**config.mk**
```make
export PLATFORM = sky130hd
export DESIGN_NAME = lc3_mem_state_ctrl
export DESIGN_NICKNAME = d
export VERILOG_FILES = /design/src/rtl/lc3_mem_pkg.sv /design/src/rtl/mem_phase_timer.sv /design/src/rtl/lc3_mem_state_ctrl.sv
export SDC_FILE = /design/constraint.sdc
export NUM_CORES = 1
export LEC_CHECK = 0
export BUFFER_PORTS_ARGS = -buffer_cell sky130_fd_sc_hd__buf_2
export CAP_MARGIN = 0
export CORE_MARGIN = 2
export CORE_UTILIZATION = 25
export CTS_CLUSTER_DIAMETER = 80
export CTS_CLUSTER_SIZE = 8
export DETAILED_ROUTE_END_ITERATION = 6
export PLACE_DENSITY = 0.58
export SLEW_MARGIN = 20
export SYNTH_ARGS = -nofsm -noshare
export SYNTH_HDL_FRONTEND = slang
export SYNTH_HIERARCHICAL = 1
export SYNTH_SLANG_ARGS = --single-unit
```
**constraint.sdc**
```tcl
create_clock -name clock -period 1.12 [get_ports clock]
set_input_delay 0.168 -clock clock [delete_from_list [all_inputs] [get_ports clock]]
set_output_delay 0.168 -clock clock [all_outputs]
set_load 0.01 [all_outputs]
```
**src/rtl/lc3_mem_pkg.sv**
```systemverilog
// Shared definitions for the LC3 data-memory access sequencing logic.
package lc3_mem_pkg;

    // Phase codes driven to the memaccess stage; the encoding is the wire code.
    typedef enum logic [1:0] {
        MS_RD   = 2'b00,
        MS_IND  = 2'b01,
        MS_WR   = 2'b10,
        MS_IDLE = 2'b11
    } mem_state_t;

    // Opcodes (IR[15:12]) of the instructions that touch data memory.
    localparam logic [3:0] OP_LD  = 4'b0010;
    localparam logic [3:0] OP_LDR = 4'b0110;
    localparam logic [3:0] OP_LDI = 4'b1010;
    localparam logic [3:0] OP_ST  = 4'b0011;
    localparam logic [3:0] OP_STR = 4'b0111;
    localparam logic [3:0] OP_STI = 4'b1011;

    // True for any opcode that needs a data-memory access.
    function automatic logic is_mem_op(input logic [3:0] op);
        return (op == OP_LD)  || (op == OP_LDR) || (op == OP_LDI) ||
               (op == OP_ST)  || (op == OP_STR) || (op == OP_STI);
    endfunction

    // First access phase for a memory opcode; indirect forms fetch the pointer first.
    function automatic mem_state_t first_phase(input logic [3:0] op);
        mem_state_t ph;
        case (op)
            OP_LD, OP_LDR:  ph = MS_RD;
            OP_ST, OP_STR:  ph = MS_WR;
            OP_LDI, OP_STI: ph = MS_IND;
            default:        ph = MS_IDLE;
        endcase
        return ph;
    endfunction

endpackage

```
**src/rtl/mem_phase_timer.sv**
```systemverilog
// Saturating phase counter: measures how long the controller has sat in the
// current access phase and flags when the minimum phase length is reached.
module mem_phase_timer #(
    parameter int ACCESS_CYCLES = 1
) (
    input  logic clock,
    input  logic reset,
    input  logic clear,
    input  logic enable,
    output logic phase_last
);

    localparam int CNT_W = $clog2(ACCESS_CYCLES + 1);
    localparam logic [CNT_W-1:0] LAST = CNT_W'(ACCESS_CYCLES - 1);

    logic [CNT_W-1:0] count_q;
    logic [CNT_W-1:0] count_d;

    // Clear wins over counting; counting stops at LAST so a stalled memory keeps it there.
    always_comb begin
        count_d = count_q;
        if (clear) begin
            count_d = '0;
        end else if (enable && (count_q != LAST)) begin
            count_d = count_q + 1'b1;
        end
    end

    // Counter register with synchronous reset.
    always_ff @(posedge clock) begin
        if (reset) begin
            count_q <= '0;
        end else begin
            count_q <= count_d;
        end
    end

    assign phase_last = (count_q == LAST);

endmodule

```
**src/rtl/lc3_mem_state_ctrl.sv**
```systemverilog
// LC3 control-unit sequencer for data-memory instructions: walks LD/LDR/LDI/
// ST/STR/STI through their read, write and indirect-pointer phases and holds
// the pipeline while an access is in flight.
module lc3_mem_state_ctrl
    import lc3_mem_pkg::*;
#(
    parameter int ACCESS_CYCLES = 1
) (
    input  logic       clock,
    input  logic       reset,
    input  logic       start,
    input  logic [3:0] IR_op,
    input  logic       dmem_ready,
    output logic [1:0] mem_state,
    output logic       mem_busy,
    output logic       stall_pipe,
    output logic       ind_capture,
    output logic       mem_done,
    output logic       illegal_op
);

    mem_state_t state_q, state_d;
    logic [3:0] op_q, op_d;
    logic       busy_q, busy_d;
    logic       done_q, done_d;
    logic       illegal_q, illegal_d;

    logic       accept;
    logic       phase_done;
    logic       phase_last;
    logic       timer_clear;
    logic       timer_enable;

    mem_phase_timer #(
        .ACCESS_CYCLES(ACCESS_CYCLES)
    ) u_timer (
        .clock      (clock),
        .reset      (reset),
        .clear      (timer_clear),
        .enable     (timer_enable),
        .phase_last (phase_last)
    );

    // Next-state logic: accept new work only in IDLE, advance a phase once its
    // minimum length has elapsed and memory reports ready.
    always_comb begin
        accept       = (state_q == MS_IDLE) && start && is_mem_op(IR_op);
        phase_done   = (state_q != MS_IDLE) && phase_last && dmem_ready;
        state_d      = state_q;
        op_d         = op_q;
        done_d       = 1'b0;
        illegal_d    = 1'b0;
        case (state_q)
            MS_IDLE: begin
                if (start) begin
                    if (is_mem_op(IR_op)) begin
                        state_d = first_phase(IR_op);
                        op_d    = IR_op;
                    end else begin
                        illegal_d = 1'b1;
                    end
                end
            end
            MS_IND: begin
                if (phase_done) begin
                    state_d = (op_q == OP_LDI) ? MS_RD : MS_WR;
                end
            end
            MS_RD, MS_WR: begin
                if (phase_done) begin
                    state_d = MS_IDLE;
                    done_d  = 1'b1;
                end
            end
            default: begin
                state_d = MS_IDLE;
            end
        endcase
        busy_d       = (state_d != MS_IDLE);
        timer_clear  = accept || phase_done;
        timer_enable = (state_q != MS_IDLE);
    end

    // FSM state, latched opcode and registered handshakes; reset drops any access in flight.
    always_ff @(posedge clock) begin
        if (reset) begin
            state_q   <= MS_IDLE;
            op_q      <= 4'b0000;
            busy_q    <= 1'b0;
            done_q    <= 1'b0;
            illegal_q <= 1'b0;
        end else begin
            state_q   <= state_d;
            op_q      <= op_d;
            busy_q    <= busy_d;
            done_q    <= done_d;
            illegal_q <= illegal_d;
        end
    end

    assign mem_state   = state_q;
    assign mem_busy    = busy_q;
    assign mem_done    = done_q;
    assign illegal_op  = illegal_q;
    assign ind_capture = !reset && (state_q == MS_IND) && phase_done;
    assign stall_pipe  = !reset && (busy_q || accept);

endmodule

```
==> flow_metrics.py <==
metrics = {
    "status": {
        "outcome": "finished with violations",
        "violations": "setup timing",
    },
    "floorplan": {
        "ioPinCount": 15,
        "rows": 15,
        "coreArea_um2": 1727,
        "start_util_pct": 26.38,
        "dieWidth_um": 46.68,
        "dieArea_um2": 2179,
        "die_y_um": 46.68,
    },
    "placement": {
        "io_buffers": 14,
        "gp_congestion": 0.7361,
        "pre_cts_slack_ns": -0.005331,
        "hpwl_um": 876.2,
        "placed_cell_area_um2": 601.8,
    },
    "cells_and_area": {
        "synthToLayoutAreaGrowth_pct": 56.32,
        "nets": 86,
        "final.fill_count": 187,
        "final_common_cell": "buf_2",
        "drive_above_1_share_pct": 59.21,
        "postLayoutCellArea_um2": 711.9,
        "final_cell_mix": "buf_2 (14), buf_4 (11), dfxtp_1 (7)",
        "diodes": 0,
        "finish.utilization_pct": 41.23,
    },
    "critical_path": {
        "worst_setup_path_start_kind": "flop",
        "reg2reg_slack_ns": -0.02,
        "path_max_fanout": 4,
        "rr_worst_depth": 4,
        "reg2reg_to": "mem_busy",
        "cp-startpoint": "mem_state[1]",
        "worstReg2RegStart": "mem_state[1]",
        "worstSetupEndpoint": "stall_pipe",
        "crit_arrival_ns": 1.07,
        "worst_setup_path_end_kind": "output pin",
        "required_ns": 0.95,
        "crit_type": "flop to output pin",
    },
    "timing": {
        "setup_tns_ns": -0.2746,
        "worst_pin_slew_ns": 0.3769,
        "rsz0062_at_grt": "yes",
        "finalHoldViolations": 0,
        "fin_worst_skew_ns": 0.001754,
        "setup_viol": 4,
        "fin_ws_ns": -0.1223,
        "drv_slew": 0,
        "relSlewSlack_pct": 74.82,
        "period_minus_slack_ns": 1.242,
        "finalCritPeriodShare_pct": 110.9,
        "max_freq_ghz": 0.8049,
    },
    "power": {
        "ir_worst_vdd_mv": 0.5641,
        "leakage_nw": 0.3039,
        "power_density_nw_per_um2": 1138,
    },
    "clocking": {
        "cts_root_buffer": "clkbuf_4",
        "cts_hold_buf": 0,
        "clockBufferDepth": 2,
        "cts_made_buffers": 3,
        "cts_tree": "done",
        "insertion_delay_ns": 0.26,
        "clk_transition_reported_paths_ns": 0.06,
        "numClockSinks": 10,
        "h-tree-depth": 1,
    },
    "synthesis": {
        "yosysSeqAreaShare_pct": 43.96,
        "ys_ff_latch": 10,
        "synthArstFlopShare_pct": 0,
        "synth_cell_types": 27,
        "synth-edff-count": 0,
        "ys_warn_count": 6,
        "synth_largest_area_cell": "dfxtp_1",
        "avgSynthCellArea_um2": 9.295,
        "synthFlopType": "dfxtp_1",
        "synth_area_leaders": "dfxtp_1 (44%), a21oi_1 (6.6%), nand3_1 (5.5%)",
        "yosys.area.top_type_share_pct": 43.96,
        "syn_nets": 57,
        "netlist_area_um2": 455.4,
        "synthesis.instances": 49,
    },
    "flow_run": {
        "cap_violations": 0,
    },
    "detailed_routing": {
        "first_iter_violations": 12,
        "antenna_left": 0,
        "wl_per_cell_um": 12.32,
        "vias": 488,
        "first_pass_iters": 4,
        "drc": 0,
        "viasPerCell": 4.832,
        "wirelength_um": 1244,
    },
    "hold_path": {
        "hold_class": "primary input to flop",
        "hold-path-cell-count": 3,
    },
    "global_route": {
        "grt_pass1_vias": 465,
        "grt_pass1_wl_um": 2007,
        "grt-ovfl-total": 0,
        "grt_max_degree": 9,
        "grtUsageTotal_pct": 13.47,
        "antenna_found_initial": 0,
    },
}
## metal layers
layer  vias up  part of all wire, %  track usage (%)
li1        243                    -                -
met1       233                   43            14.35
met2        12                   51            23.33
met3         0                  5.7            7.059
met4         0                    0            3.333
met5         -                    0                0
## where the power goes
group          internal, mW  total [mW]  switching, mW
Sequential            0.373       0.386         0.0128
Combinational        0.0980       0.186         0.0875
Clock                 0.124       0.239          0.115
## cells by family (layout without fill, tap and decap cells)
| family | after synthesis | count (layout) | share of synthesized area, % |
|---|---|---|---|
| AO/OA/AOI/OAI | 15 | 15 | 21.98 |
| AND/OR/NAND/NOR | 20 | 20 | 30.22 |
| flip-flops | 10 | 10 | 43.96 |
| buffers and inverters | 4 | 31 | 3.842 |
## critical path, cell delays in order, from the launching register on
cell and delay (ns):
dfxtp_4 0.37, and3_4 0.19, a21oi_2 0.04, nor2_1 0.08
buf_2 0.13
## worst min-delay path by stage
stage / from / endpoint / slack, ns
3_5_place_dp: IR_op[2] / op_q[2] / 0.46
4_1_cts: IR_op[0] / op_q[0] / 0.17
5_1_grt: IR_op[2] / op_q[2] / 0.20
3_3_place_gp: op_q[1] / op_q[1] / 0.45
6_report: IR_op[2] / op_q[2] / 0.18
2_1_floorplan: reset / u_timer/count_q / 0.24
## cell usage after synthesis (all sizes together), types with 2 or more instances
cell    count
a21oi       6
clkbuf      2
dfxtp      10
nand2       2
nand3       5
nor2        2
nor4b       2
o21ai       3
## what timing repair did
| item | in CTS | in global routing |
|---|---|---|
| endpoints found under the setup margin | 3 | 8 |
| resized for setup | 9 | 6 |
| pin swaps | 5 | 4 |
| buffers inserted | 6 | 0 |
## registers in the layout (all words and copies together), names as in the netlist
name             flops
illegal_op           1
mem_busy             1
mem_done             1
op_q                 4
u_timer/count_q      1
mem_state            2
## cell type report
class | instances | area, µm² | share of cell area, %
timing repair buffer | 27 | 175.2 | 24.60
sequential | 10 | 209.0 | 29.35
multi-input combinational | 35 | 270.3 | 37.96
clock buffer | 3 | 22.52 | 3.163
inverter | 1 | 3.754 | 0.5272
tap | 25 | 31.28 | 4.394
## stage by stage
step	power, mW	hold WS [ns]	std cells
2_1_floorplan	0.4834	0.2394	49
3_3_place_gp	0.5452	0.4529	92
3_5_place_dp	0.5466	0.4559	92
4_1_cts	0.8155	0.1715	101
5_1_grt	0.8626	0.1955	101
6_report	0.8103	0.1817	101
(Power assumes the default switching activity.)
